### src/rtl/alu_muldiv_controller.sv
// R-type ALU decode plus an iterative shift-add / restoring-divide engine for the M extension.
// Optional build macro ALU_MULDIV_EARLY_OUT_EN: special divides and short multiplies finish early.
module alu_muldiv_controller #(
    parameter int unsigned XLEN = 32
) (
    input  logic            clk_i,
    input  logic            rst_ni,
    input  logic            is_op_i,
    input  logic [2:0]      funct3_i,
    input  logic [6:0]      funct7_i,
    input  logic            valid_i,
    input  logic [XLEN-1:0] rs1_i,
    input  logic [XLEN-1:0] rs2_i,
    output logic [3:0]      alu_op_o,
    output logic            illegal_o,
    output logic            ready_o,
    output logic            stall_o,
    output logic [XLEN-1:0] result_o,
    output logic            result_valid_o
);
    localparam int unsigned CntW = $clog2(XLEN);
    localparam logic [CntW-1:0] CntLast = CntW'(XLEN - 1);

    typedef enum logic [1:0] {StIdle, StMul, StDiv, StDone} state_e;

    state_e            state_q;
    logic [CntW-1:0]   cnt_q;
    logic [2:0]        op_q;
    logic              neg_q, neg_rem_q, divz_q, ovf_q, result_valid_q;
    logic [XLEN-1:0]   rs1_q, mplier_q, mplier_d, result_q;
    logic [2*XLEN-1:0] acc_q, acc_d, mcand_q, mcand_d;

    logic              m_op, accept, sgn1, sgn2, neg1, neg2, divz, ovf, mul_last;
    logic [XLEN-1:0]   mag1, mag2, quot, rem, fin, rem_sub;
    logic [XLEN:0]     rem_ext;
    logic [2*XLEN-1:0] prod;

    // Div-by-zero and signed-overflow results; op[1] separates REM* from DIV*.
    function automatic logic [XLEN-1:0] special_res(input logic [2:0] op, input logic dz,
                                                    input logic [XLEN-1:0] a);
        if (op[1]) return dz ? a : '0;
        return dz ? '1 : a;
    endfunction

    always_comb begin
        alu_op_o  = 4'd0;
        illegal_o = 1'b0;
        if (is_op_i) begin
            case (funct7_i)
                7'h00: begin
                    case (funct3_i)
                        3'd0:    alu_op_o = 4'd0;
                        3'd1:    alu_op_o = 4'd2;
                        3'd2:    alu_op_o = 4'd3;
                        3'd3:    alu_op_o = 4'd4;
                        3'd4:    alu_op_o = 4'd5;
                        3'd5:    alu_op_o = 4'd6;
                        3'd6:    alu_op_o = 4'd8;
                        default: alu_op_o = 4'd9;
                    endcase
                end
                7'h20: begin
                    if (funct3_i == 3'd0)      alu_op_o = 4'd1;
                    else if (funct3_i == 3'd5) alu_op_o = 4'd7;
                    else                       illegal_o = 1'b1;
                end
                7'h01:   illegal_o = 1'b0;
                default: illegal_o = 1'b1;
            endcase
        end
    end

    always_comb begin
        m_op   = is_op_i && (funct7_i == 7'h01);
        accept = valid_i && m_op && (state_q == StIdle);
        sgn1   = (funct3_i == 3'd1) || (funct3_i == 3'd2) || (funct3_i == 3'd4) ||
                 (funct3_i == 3'd6);
        sgn2   = (funct3_i == 3'd1) || (funct3_i == 3'd4) || (funct3_i == 3'd6);
        neg1   = sgn1 && rs1_i[XLEN-1];
        neg2   = sgn2 && rs2_i[XLEN-1];
        mag1   = neg1 ? '0 - rs1_i : rs1_i;
        mag2   = neg2 ? '0 - rs2_i : rs2_i;
        divz   = funct3_i[2] && (rs2_i == '0);
        ovf    = ((funct3_i == 3'd4) || (funct3_i == 3'd6)) &&
                 (rs1_i == {1'b1, {(XLEN-1){1'b0}}}) && (rs2_i == '1);
    end

    // One iteration per cycle: acc holds the product (MUL) or {remainder, quotient} (DIV).
    always_comb begin
        acc_d    = acc_q;
        mcand_d  = mcand_q;
        mplier_d = mplier_q;
        rem_ext  = '0;
        rem_sub  = '0;
        if (state_q == StMul) begin
            if (mplier_q[0]) acc_d = acc_q + mcand_q;
            mcand_d  = mcand_q << 1;
            mplier_d = mplier_q >> 1;
        end else if (state_q == StDiv) begin
            rem_ext = acc_q[2*XLEN-1:XLEN-1];
            rem_sub = XLEN'(rem_ext - {1'b0, mplier_q});
            if (rem_ext >= {1'b0, mplier_q}) acc_d = {rem_sub, acc_q[XLEN-2:0], 1'b1};
            else                             acc_d = {acc_q[2*XLEN-2:0], 1'b0};
        end
    end

    always_comb begin
        prod = neg_q ? '0 - acc_d : acc_d;
        quot = neg_q ? '0 - acc_d[XLEN-1:0] : acc_d[XLEN-1:0];
        rem  = neg_rem_q ? '0 - acc_d[2*XLEN-1:XLEN] : acc_d[2*XLEN-1:XLEN];
        if (!op_q[2])              fin = (op_q == 3'd0) ? prod[XLEN-1:0] : prod[2*XLEN-1:XLEN];
        else if (divz_q || ovf_q)  fin = special_res(op_q, divz_q, rs1_q);
        else                       fin = op_q[1] ? rem : quot;
    end

`ifdef ALU_MULDIV_EARLY_OUT_EN
    assign mul_last = (cnt_q == CntLast) || (mplier_d == '0);
`else
    assign mul_last = (cnt_q == CntLast);
`endif

    always_ff @(posedge clk_i) begin
        if (!rst_ni) begin
            state_q        <= StIdle;
            cnt_q          <= '0;
            op_q           <= '0;
            neg_q          <= 1'b0;
            neg_rem_q      <= 1'b0;
            divz_q         <= 1'b0;
            ovf_q          <= 1'b0;
            rs1_q          <= '0;
            acc_q          <= '0;
            mcand_q        <= '0;
            mplier_q       <= '0;
            result_q       <= '0;
            result_valid_q <= 1'b0;
        end else begin
            result_valid_q <= 1'b0;
            acc_q          <= acc_d;
            mcand_q        <= mcand_d;
            mplier_q       <= mplier_d;
            unique case (state_q)
                StIdle: begin
                    if (accept) begin
                        op_q      <= funct3_i;
                        neg_q     <= neg1 ^ neg2;
                        neg_rem_q <= neg1;
                        divz_q    <= divz;
                        ovf_q     <= ovf;
                        rs1_q     <= rs1_i;
                        cnt_q     <= '0;
                        mplier_q  <= mag2;
                        mcand_q   <= {{XLEN{1'b0}}, mag1};
                        acc_q     <= funct3_i[2] ? {{XLEN{1'b0}}, mag1} : '0;
                        state_q   <= funct3_i[2] ? StDiv : StMul;
`ifdef ALU_MULDIV_EARLY_OUT_EN
                        if (divz || ovf) begin
                            state_q        <= StDone;
                            result_q       <= special_res(funct3_i, divz, rs1_i);
                            result_valid_q <= 1'b1;
                        end
`endif
                    end
                end
                StMul, StDiv: begin
                    cnt_q <= cnt_q + 1'b1;
                    if ((state_q == StMul) ? mul_last : (cnt_q == CntLast)) begin
                        state_q        <= StDone;
                        result_q       <= fin;
                        result_valid_q <= 1'b1;
                    end
                end
                StDone: state_q <= StIdle;
            endcase
        end
    end

    assign ready_o        = (state_q == StIdle);
    assign stall_o        = ((state_q == StIdle) && valid_i && m_op) ||
                            (state_q == StMul) || (state_q == StDiv);
    assign result_o       = result_q;
    assign result_valid_o = result_valid_q;

endmodule

### config.mk
export PLATFORM = sky130hd
export DESIGN_NAME = alu_muldiv_controller
export DESIGN_NICKNAME = d
export VERILOG_FILES = /design/src/rtl/alu_muldiv_controller.sv
export SDC_FILE = /design/constraint.sdc
export NUM_CORES = 1
export LEC_CHECK = 0
export CORE_MARGIN = 4
export CORE_UTILIZATION = 45
export DETAILED_ROUTE_END_ITERATION = 6
export PLACE_DENSITY = 0.69
export RECOVER_POWER = 100
export SETUP_SLACK_MARGIN = 0.3
export SLEW_MARGIN = 20
export SYNTH_ARGS = -nofsm -noshare
export SYNTH_HDL_FRONTEND = slang
export SYNTH_SLANG_ARGS = --single-unit
export TNS_END_PERCENT = 20
### constraint.sdc
create_clock -name clk_i -period 5.9 [get_ports clk_i]
set_input_delay 1.18 -clock clk_i [delete_from_list [all_inputs] [get_ports clk_i]]
set_output_delay 1.18 -clock clk_i [all_outputs]
set_load 0.05 [all_outputs]
# Yosys cells after proc, flatten, opt, wreduce, memory -nomap -nowiden
# Cells that the tools add are included.
[totals]
reg_bits = 239
latchBits = 0
ram_bits = 0
romBits = 0
output_inout_bits = 40
word_cells = 116
memories = 0
[op_classes]
n_addsub = 8
multipliers = 0
n_div = 0
n_lt_le_gt_ge = 1
eq_ne = 16
n_shift = 0
n_mux = 45
bitwise_logic = 1
n_reduce_logical = 32
[ops]
columns = ["cell", "n"]
rows = [
  ["64-bit 2-to-1 mux", 10],
  ["32-bit 2-to-1 mux", 16],
  ["1-bit by 32-bit subtractor with 32-bit output (first input constant)", 4],
  ["64-bit adder", 1],
  ["32-bit equality test (second input constant)", 2],
  ["1-bit by 64-bit subtractor with 64-bit output (first input constant)", 1],
  ["33-bit by 32-bit greater-or-equal comparator with 1-bit output", 1],
  ["32-bit zero test", 1],
  ["32-bit subtractor", 1],
  ["4-bit case mux with 7 select lines", 1],
  ["1-bit logical AND", 10],
  ["5-bit case mux with 2 select lines", 1],
  ["2-bit AND reduction", 5],
  ["3-bit equality test (second input constant)", 3],
  ["1-bit logical OR", 9],
  ["4-bit case mux with 2 select lines", 1],
  ["7-bit by 1-bit equality test with 1-bit output (second input constant)", 1],
  ["7-bit by 6-bit equality test with 1-bit output (second input constant)", 1],
  ["7-bit zero test", 1],
  ["1-bit 2-to-1 mux", 7],
  ["3-bit by 2-bit equality test with 1-bit output (second input constant)", 2],
  ["3-bit zero test", 2],
  ["2-bit 2-to-1 mux", 3],
  ["3-bit 2-to-1 mux", 2],
  ["other kinds (15)", 17],
]

# Longest topological paths before layout
# Gate-level depths: netlist of run 1.
[logic_depth]
word_depth = 9
mapped_depth = 24
ltp_nobuf = 21

# Least setup slack after synthesis of run 1
# No wires, ideal clock.
[synth_path]
kind = "register to register"
start = "register mplier_q[12]"
end = "register result_q[28] (netlist: result_o[28])"
setup_ns = 0.133
arrival_ns = 5.330
setup_slack_ns = 0.437
path_stages_with_launch = 24
period_less_slack_ns = 5.463
path_cell_list = "dfxtp_1 inv_1 ha_1 buf_6 a21oi_2 o221ai_1 a221o_1 o211a_4 nor2_4 buf_6 buf_6 a21oi_1 o21ai_0 ha_1 inv_1 or2_2 or3_1 nor3b_1 nand4_1 or2_2 o41ai_1 xor2_1 a2111oi_0 nor3_1"
[synth_via]
elab_chain_len = 9
elab_cells_between_ends = 15
classes_between = "add/sub (4); order compare (1); mux (10)"
[synth_rtl]
columns = ["item", "line_no", "source"]
rows = [
  ["start, declared", "30", "logic [XLEN-1:0] rs1_q, mplier_q, mplier_d, result_q;"],
  ["start signal, assigned", "141", "mplier_q <= mplier_d;"],
  ["start signal, assigned", "152", "mplier_q <= mag2;"],
  ["32-bit subtractor / 33-bit by 32-bit greater-or-equal comparator with 1-bit output (equally long branches)", "101, 102", ""],
  ["64-bit 2-to-1 mux (*)", "102", "if (rem_ext >= {1'b0, mplier_q}) acc_d = {rem_sub, acc_q[XLEN-2:0], 1'b1};"],
  ["64-bit 2-to-1 mux (*)", "99", "end else if (state_q == StDiv) begin"],
  ["64-bit 2-to-1 mux (*)", "95", "if (state_q == StMul) begin"],
  ["1-bit by 32-bit subtractor with 32-bit output, on equally long branches", "110, 109", ""],
  ["32-bit 2-to-1 mux, on equally long branches", "110, 109", ""],
  ["32-bit 2-to-1 mux", "113", "else fin = op_q[1] ? rem : quot;"],
  ["32-bit 2-to-1 mux", "112", "else if (divz_q || ovf_q) fin = special_res(op_q, divz_q, rs1_q);"],
  ["32-bit 2-to-1 mux (*)", "111", "if (!op_q[2]) fin = (op_q == 3'd0) ? prod[XLEN-1:0] : prod[2*XLEN-1:XLEN];"],
  ["end signal, assigned", "169", "result_q <= fin;"],
  ["end, declared", "30", ""],
]
# Every way passes the cells marked *; elsewhere a longest branch is shown, timed or not.
# A chain may end at the register's enable or synchronous reset.

# Worst setup path after layout of run 1
[layout_path]
start = "register acc_q[25]"
end = "register result_q[3] (netlist: result_o[3])"
[layout_via]
elab_chain_len = 8
elab_cells_between_ends = 13
classes_between = "add/sub (3); mux (10)"
[layout_rtl]
columns = ["item", "line_no", "source"]
rows = [
  ["start, declared", "31", "logic [2*XLEN-1:0] acc_q, acc_d, mcand_q, mcand_d;"],
  ["start signal, assigned", "154", "acc_q <= funct3_i[2] ? {{XLEN{1'b0}}, mag1} : '0;"],
  ["64-bit adder", "96", "if (mplier_q[0]) acc_d = acc_q + mcand_q;"],
  ["64-bit 2-to-1 mux", "96", ""],
  ["64-bit 2-to-1 mux (*)", "95", ""],
  ["1-bit by 32-bit subtractor with 32-bit output", "110", "rem = neg_rem_q ? '0 - acc_d[2*XLEN-1:XLEN] : acc_d[2*XLEN-1:XLEN];"],
  ["32-bit 2-to-1 mux", "110", ""],
  ["32-bit 2-to-1 mux", "113", ""],
  ["32-bit 2-to-1 mux", "112", ""],
  ["32-bit 2-to-1 mux (*)", "111", ""],
]
# Marks and branches as above.

==> out/results.txt, run 1 <==
Crit path max-delay cell type: or3_1
Slowest stage delay, CP: 0.74 ns
Fin nets: 3282
Worst Hold Launch: rs1_q[18]
P&R area growth vs syn: 14.4%
Synth Flop Type: dfxtp_1
Worst Hold Path EP: rs1_q[18]
CP Cell Sequence: ha_1 > nand2_1 > or3_1 > or3_1 > o221ai_1 > xnor2_1 > o21ai_0 > a211oi_1 > nand4_1 > or3_1 > o311ai_0 > o41ai_1 > a21oi_1 > o31ai_1
DR WL/cell: 27.7 um
Largest net degree at the start of global routing: 88
RSZ-0062 raised after global routing: true
Final Non-Filler Cells: 3784
Io pins: 118
Crit path time final: 5.51 ns
Slew headroom: -33.0%
DRT Wirelength: 105 mm
CTS tree: yes
Crit end category: flip-flop
Vias in the first global route: 23911
Final Max Slew Viols: 79
DIE WIDTH: 230 um
Combinational Power Share: 69.7%
Yosys warning total: 0
Setup CP Type: reg2reg
Gpl congestion: 1.09
Initial antenna violation count: 5
CTS buffer count: 31
Total gr overflow: 0
Worst R2R End: result_o[3]
Die Y: 230 um
FF-to-FF setup slack: 0.39 ns
Sequential power share: 14.8%
Vias per cell: 6.84
Slew @ Worst Pin: 2.00 ns
Leading area contributor after synthesis: dfxtp_1
DR iter-0 viols: 3420
DRC Markers: 0
IO Port Bufs: 117
Count of flip-flops with a built-in enable after synthesis: 0
Clock power frac: 15.4%
Post-synth net total: 3214
GRT Overall Usage: 37.7%
Static leakage: 0.00990 uW
Max Cap Viol: 1
CP Max Fanout: 11
Cell internal pwr: 6090 uW
Critical Path AT: 5.98 ns
H-tree lvl count: 1
Clock Path Buffers: 3
Yosys top cell area share: 21.6%
Hold Crit Class: reg2reg
Flops & latches, synth: 239
Critical path required time: 6.36 ns
Synth Cell Area: 0.0222 mm2
Max rail drop VDD: 421 uV
Critical Path Source Type: flip-flop
Total design power: 13300 uW
Tcrit/Tclk final: 93.5%
Clock-pin slew on the worst setup and hold paths: 0.07 ns
Via count: 25887
Reg2Reg Depth: 14
Clk_lat worst skew: 0.59 ns
R2R Path Start: acc_q[25]
Sw Pwr: 7230 uW
Failing checks: max-capacitance violations, max-slew violations
Detailed placer's ending HPWL: 80.7 mm
Core ar.: 0.0488 mm2
Starting density of the core: 45.4%
Distinct cells, synth: 109
Hold Fails Final Rpt: 0
Post-Synthesis Cells: 3029
Sw frac: 54.3%
Post-synthesis sequential area ratio: 21.6%
Share of cells above drive strength 1: 8.08%
Fmax: 181 MHz
Crit-path most repeated cell: or3_1
Post-DRT Antenna Nets: 0
Status: finished, violations left
Placed insts: 3728
Syn avg cell area: 7.33 um2
Row cnt: 81
Commonest non-fill, non-tap cells in the layout: nand2_1 (375), nor2_1 (246), a21oi_1 (243)
Die ar.: 0.0529 mm2
Most common cell after layout, fill and taps aside: nand2_1
Setup TNS: 0 ns
First-pass GRT wire length: 155 mm
Post-CTS setup buffers: 0
Hold depth: 2
Router iterations before antenna repair: 7
Final setup skew: 0.0251 ns
FFs w/ async S/R, synth: 0%
Main area contributors after synthesis: dfxtp_1 (22%), nand2_1 (6.4%), ha_1 (5.9%), a21oi_1 (5.5%), xnor2_1 (4.7%)
Setup-failing EPs final: 0
Pwr dens: 525 mW/mm2
CTS Sinks: 239
Root buffer cell: clkbuf_16
## through the flow
step | setup WS (ns) | hold WS, ns | instance area (um2) | utilization (%)
2_1_floorplan | 0.437 | 0.441 | 22200 | -
3_3_place_gp | 0.574 | 0.453 | 24400 | 49.9
3_5_place_dp | 0.488 | 0.459 | 24400 | 49.9
4_1_cts | 0.470 | 0.468 | 25400 | 52.1
5_1_grt | 0.149 | 0.485 | 25400 | 52.0
6_report | 0.386 | 0.468 | 25400 | 52.0
## registers in the layout, summed over array words and instances (netlist names), 2 cells and up
register and count:
mplier_q 32, op_q 3, result_o 32, state_q 2
cnt_q 5, rs1_q 32, mcand_q 64, acc_q 64
## routing by layer
metal	vias up	track usage, %	wire (um)
li1	11429	-	-
met2	1732	57.3	44500
met1	12427	52.5	43200
met5	-	0	47
met3	291	9.42	13000
met4	8	11.7	4090
## repair_timing
| item | 4_1_cts | 5_1_grt |
|---|---|---|
| endpoints found under the setup margin | 0 | 14 |
| endpoints found under the hold margin | 0 | 0 |
| gates resized for setup | 0 | 10 |
| hold buffers | 0 | 0 |
## critical path: cells and delay by family (launching register included)
family,cells,cell delay (ns)
AND/OR/NAND/NOR,5,2.18
XOR/XNOR,1,0.22
adder cells (fa/ha/maj),1,0.45
flip-flops,1,0.34
AO/OA/AOI/OAI,7,2.18
## power groups by stage
stage	Sequential, uW	Clock [uW]	Combinational, uW
floorplan	1910	0	5630
global placement	1980	0	8920
detailed placement	1990	0	8890
CTS	1960	2060	8950
global route	1990	2120	9650
finish	1970	2050	9290
## synthesized netlist by cell type, types with 51 or more instances
cell,n
nand3_1,71
o21ai_0,176
mux2i_1,74
nor2_1,247
and2_1,59
a21oi_1,245
xor2_1,62
clkbuf_1,164
dfxtp_1,239
a21boi_0,51
ha_1,105
xnor2_1,119
o211ai_1,63
a211oi_1,99
nand2_1,377
nand4_1,64
nor3_1,74
inv_1,89
## final cells by class
cell class              count  area, um2
multi-input cells        2492      16300
flip-flops and latches    239       4790
clock inverters            14        193
diodes                      1       2.50
inverters                  92        345
well taps                 664        831
fillers                  4840      23500
clock buffers              41        883
repair buffers            241       2090
## logic make-up after synthesis
kind of cell	synth area share, %
flip-flops	21.6
adder cells (fa/ha/maj)	6.10
AO/OA/AOI/OAI	32.1
XOR/XNOR	7.14
multiplexers	4.15
AND/OR/NAND/NOR	23.7
buffers and inverters	5.28
## worst max path at each step
stage,start,endpoint,slack [ns]
finish,acc_q[25],result_o[3],0.39
global route,mplier_q[10],result_o[24],0.15
CTS,mplier_q[14],result_o[28],0.47
detailed placement,mplier_q[14],result_o[28],0.49
global placement,mplier_q[10],result_o[28],0.57
floorplan,mplier_q[12],result_o[28],0.44
(Power assumes the default switching activity.)
==> run 2: changes to the inputs <==
--- a/config.mk
+++ b/config.mk
@@ -5,7 +5,7 @@
 export SDC_FILE = /design/constraint.sdc
 export NUM_CORES = 1
 export LEC_CHECK = 0
-export CORE_MARGIN = 4
+export CORE_MARGIN = 1
 export CORE_UTILIZATION = 45
 export DETAILED_ROUTE_END_ITERATION = 6
 export PLACE_DENSITY = 0.69
==> out/results.txt, run 2 (synthesis gave the netlist of run 1 again) <==
Status: finished, violations left
Failing checks: max-capacitance violations, max-slew violations
Setup ws final: 0.271 ns (-0.115 ns)
Hold Crit Class: reg2reg
Hold slack: 0.476 ns (+0.00777 ns)
Register area: 0.00479 mm2 (unchanged)
GRT Overall Usage: 39.7% (+2.0 points)
Critical Path Source Type: flip-flop
Row cnt: 81 (unchanged)
Cts hold-fix bufs: 0 (unchanged)
Setup TNS: 0 ns (unchanged)
Fin nets: 3289 (+0.21%)
Setup-failing EPs final: 0 (unchanged)
Worst Hold Launch: rs1_q[1]
Sequential power share: 14.9% (about the same)
DRC Markers: 0 (unchanged)
RSZ-0062 raised after global routing: false
Max Cap Viol: 2 (+1)
Clk_lat worst skew: 0.61 ns (+0.02 ns)
Combinational Power Share: 69.7% (about the same)
Largest net degree at the start of global routing: 66 (-25%)
Setup CP Type: reg2reg
DR iter-0 viols: 3482 (+1.8%)
CP Max Fanout: 7 (-4)
Hold depth: 2 (unchanged)
CTS buffer count: 30 (-3.2%)
Cell internal pwr: 6130 uW (+0.63%)
P&R area growth vs syn: 14.9%
Slew headroom: -27.5% (+5.5 points)
Crit path time final: 5.63 ns (+0.115 ns)
Biggest regs: acc_q (64), mcand_q (64)
Fmax: 178 MHz (-2.0%)
Most common cell after layout, fill and taps aside: nand2_1
Share of cells above drive strength 1: 8.63% (+0.55 points)
# fillers: 4771 (-1.4%)
H-tree lvl count: 1 (unchanged)
Critical path required time: 6.43 ns (+0.07 ns)
First-pass GRT wire length: 151 mm (-2.3%)
Reg2Reg Depth: 15 (+1)
Placed Area: 0.0244 mm2 (+0.16%)
CTS Sinks: 239 (unchanged)
Crit end category: flip-flop
CP Launch Point: acc_q[3]
Via count: 25525 (-1.4%)
Sw frac: 53.8% (-0.44 points)
Gpl congestion: 1.06 (-2.2%)
Router iterations before antenna repair: 6 (-1)
Core ar.: 0.0487 mm2 (-0.21%)
Critical Path AT: 6.16 ns (+0.18 ns)
IO Port Bufs: 117 (unchanged)
Starting density of the core: 45.5% (+0.094 points)
Final Max Slew Viols: 69 (-13%)
Post-DRT Antenna Nets: 0 (unchanged)
Tcrit/Tclk final: 95.4% (+2.0 points)
CTS tree: yes
Vias in the first global route: 23569 (-1.4%)
DR WL/cell: 27.1 um (-2.0%)
Pwr dens: 521 mW/mm2 (-0.73%)
FF-to-FF setup slack: 0.27 ns (-0.12 ns)
Die ar.: 0.0502 mm2 (-5.1%)
Commonest non-fill, non-tap cells in the layout: nand2_1 (376), a21oi_1 (246), nor2_1 (246)
Final setup skew: 0.0335 ns (+0.00834 ns)
Root buffer cell: clkbuf_16
Clock-pin slew on the worst setup and hold paths: 0.06 ns (about the same)
Clock power frac: 15.4% (about the same)
Total gr overflow: 0 (unchanged)
DIE WIDTH: 224 um (-2.6%)
Max rail drop VDD: 563 uV (+34%)
Die Y: 224 um (-2.6%)
Multi-input logic area: 0.0163 mm2 (+0.14%)
Detailed placer's ending HPWL: 80.1 mm (-0.68%)
Vias per cell: 6.73 (-1.6%)
Static leakage: 0.00997 uW (+0.73%)
Final Instance Area: 0.0255 mm2 (+0.40%)
Hold Fails Final Rpt: 0 (unchanged)
R2R Path Start: acc_q[3]
DRT Wirelength: 103 mm (-1.8%)
Initial antenna violation count: 3 (-2)
Post-Place Setup Slack: 0.289 ns (-0.198 ns)
Slew @ Worst Pin: 1.91 ns (-0.0836 ns)
Clock Path Buffers: 3 (unchanged)
Sw Pwr: 7150 uW (-1.1%)
Io pins: 118 (unchanged)
run 2: routing by layer:
metal / track usage (%) / routed length (um) / part of all wire, % / vias up
met4: 15.4 / 4680 / 4.5 / 0
met2: 58.4 / 42400 / 41 / 1590
li1: - / - / - / 11440
met3: 10.6 / 12500 / 12 / 280
met5: 0 / 0 / 0 / -
met1: 54.5 / 43300 / 42 / 12215
run 2: cell type report:
cell class / instances / area share (%)
clock inverter: 11 / 0.599
multi-input combinational: 2492 / 63.9
tap: 664 / 3.26
clock buffer: 44 / 3.70
timing repair buffer: 249 / 8.44
antenna: 1 / 0.00982
sequential: 239 / 18.8
inverter: 92 / 1.35
run 2: power by group through the flow:
stage	Combinational [uW]	Clock (uW)	Sequential, uW
2_1_floorplan	5630	0	1910
3_3_place_gp	8820	0	1990
3_5_place_dp	8780	0	2000
4_1_cts	8850	2050	1960
5_1_grt	9640	2110	1980
6_report	9250	2050	1980
run 2: final timing paths:
kind                        to
setup / recovery  result_o[17]
hold / removal        rs1_q[1]
setup reg to reg  result_o[17]
hold reg to reg       rs1_q[1]
run 2: per-stage QoR:
step           cells  util (%)  power, uW
5_1_grt         3791      52.3      13700
3_5_place_dp    3735      50.1      10800
4_1_cts         3790      52.3      12900
2_1_floorplan   3029         -       7540
3_3_place_gp    3735      50.1      10800
6_report        3792      52.3      13300
run 2: worst max-delay path: stages, from the launching register on:
cell and delay [ns]:
dfxtp_1 0.34, ha_1 0.38, o211ai_1 0.18, o21ai_1 0.57
a31oi_1 0.29, a211oi_1 0.57, o31a_1 0.19, nor3_1 0.08
o221ai_1 0.83, nand3_1 0.42, nor3_4 0.53, nand2_1 0.31
o41ai_1 0.40, xor2_1 0.19, nor2_1 0.06, nor3_1 0.19
run 2: timing repair:
item	4_1_cts	5_1_grt
pin swaps	0	3
gates cloned	0	0
buffers inserted	0	1
resized for setup	0	16
endpoints found under the setup margin	2	25
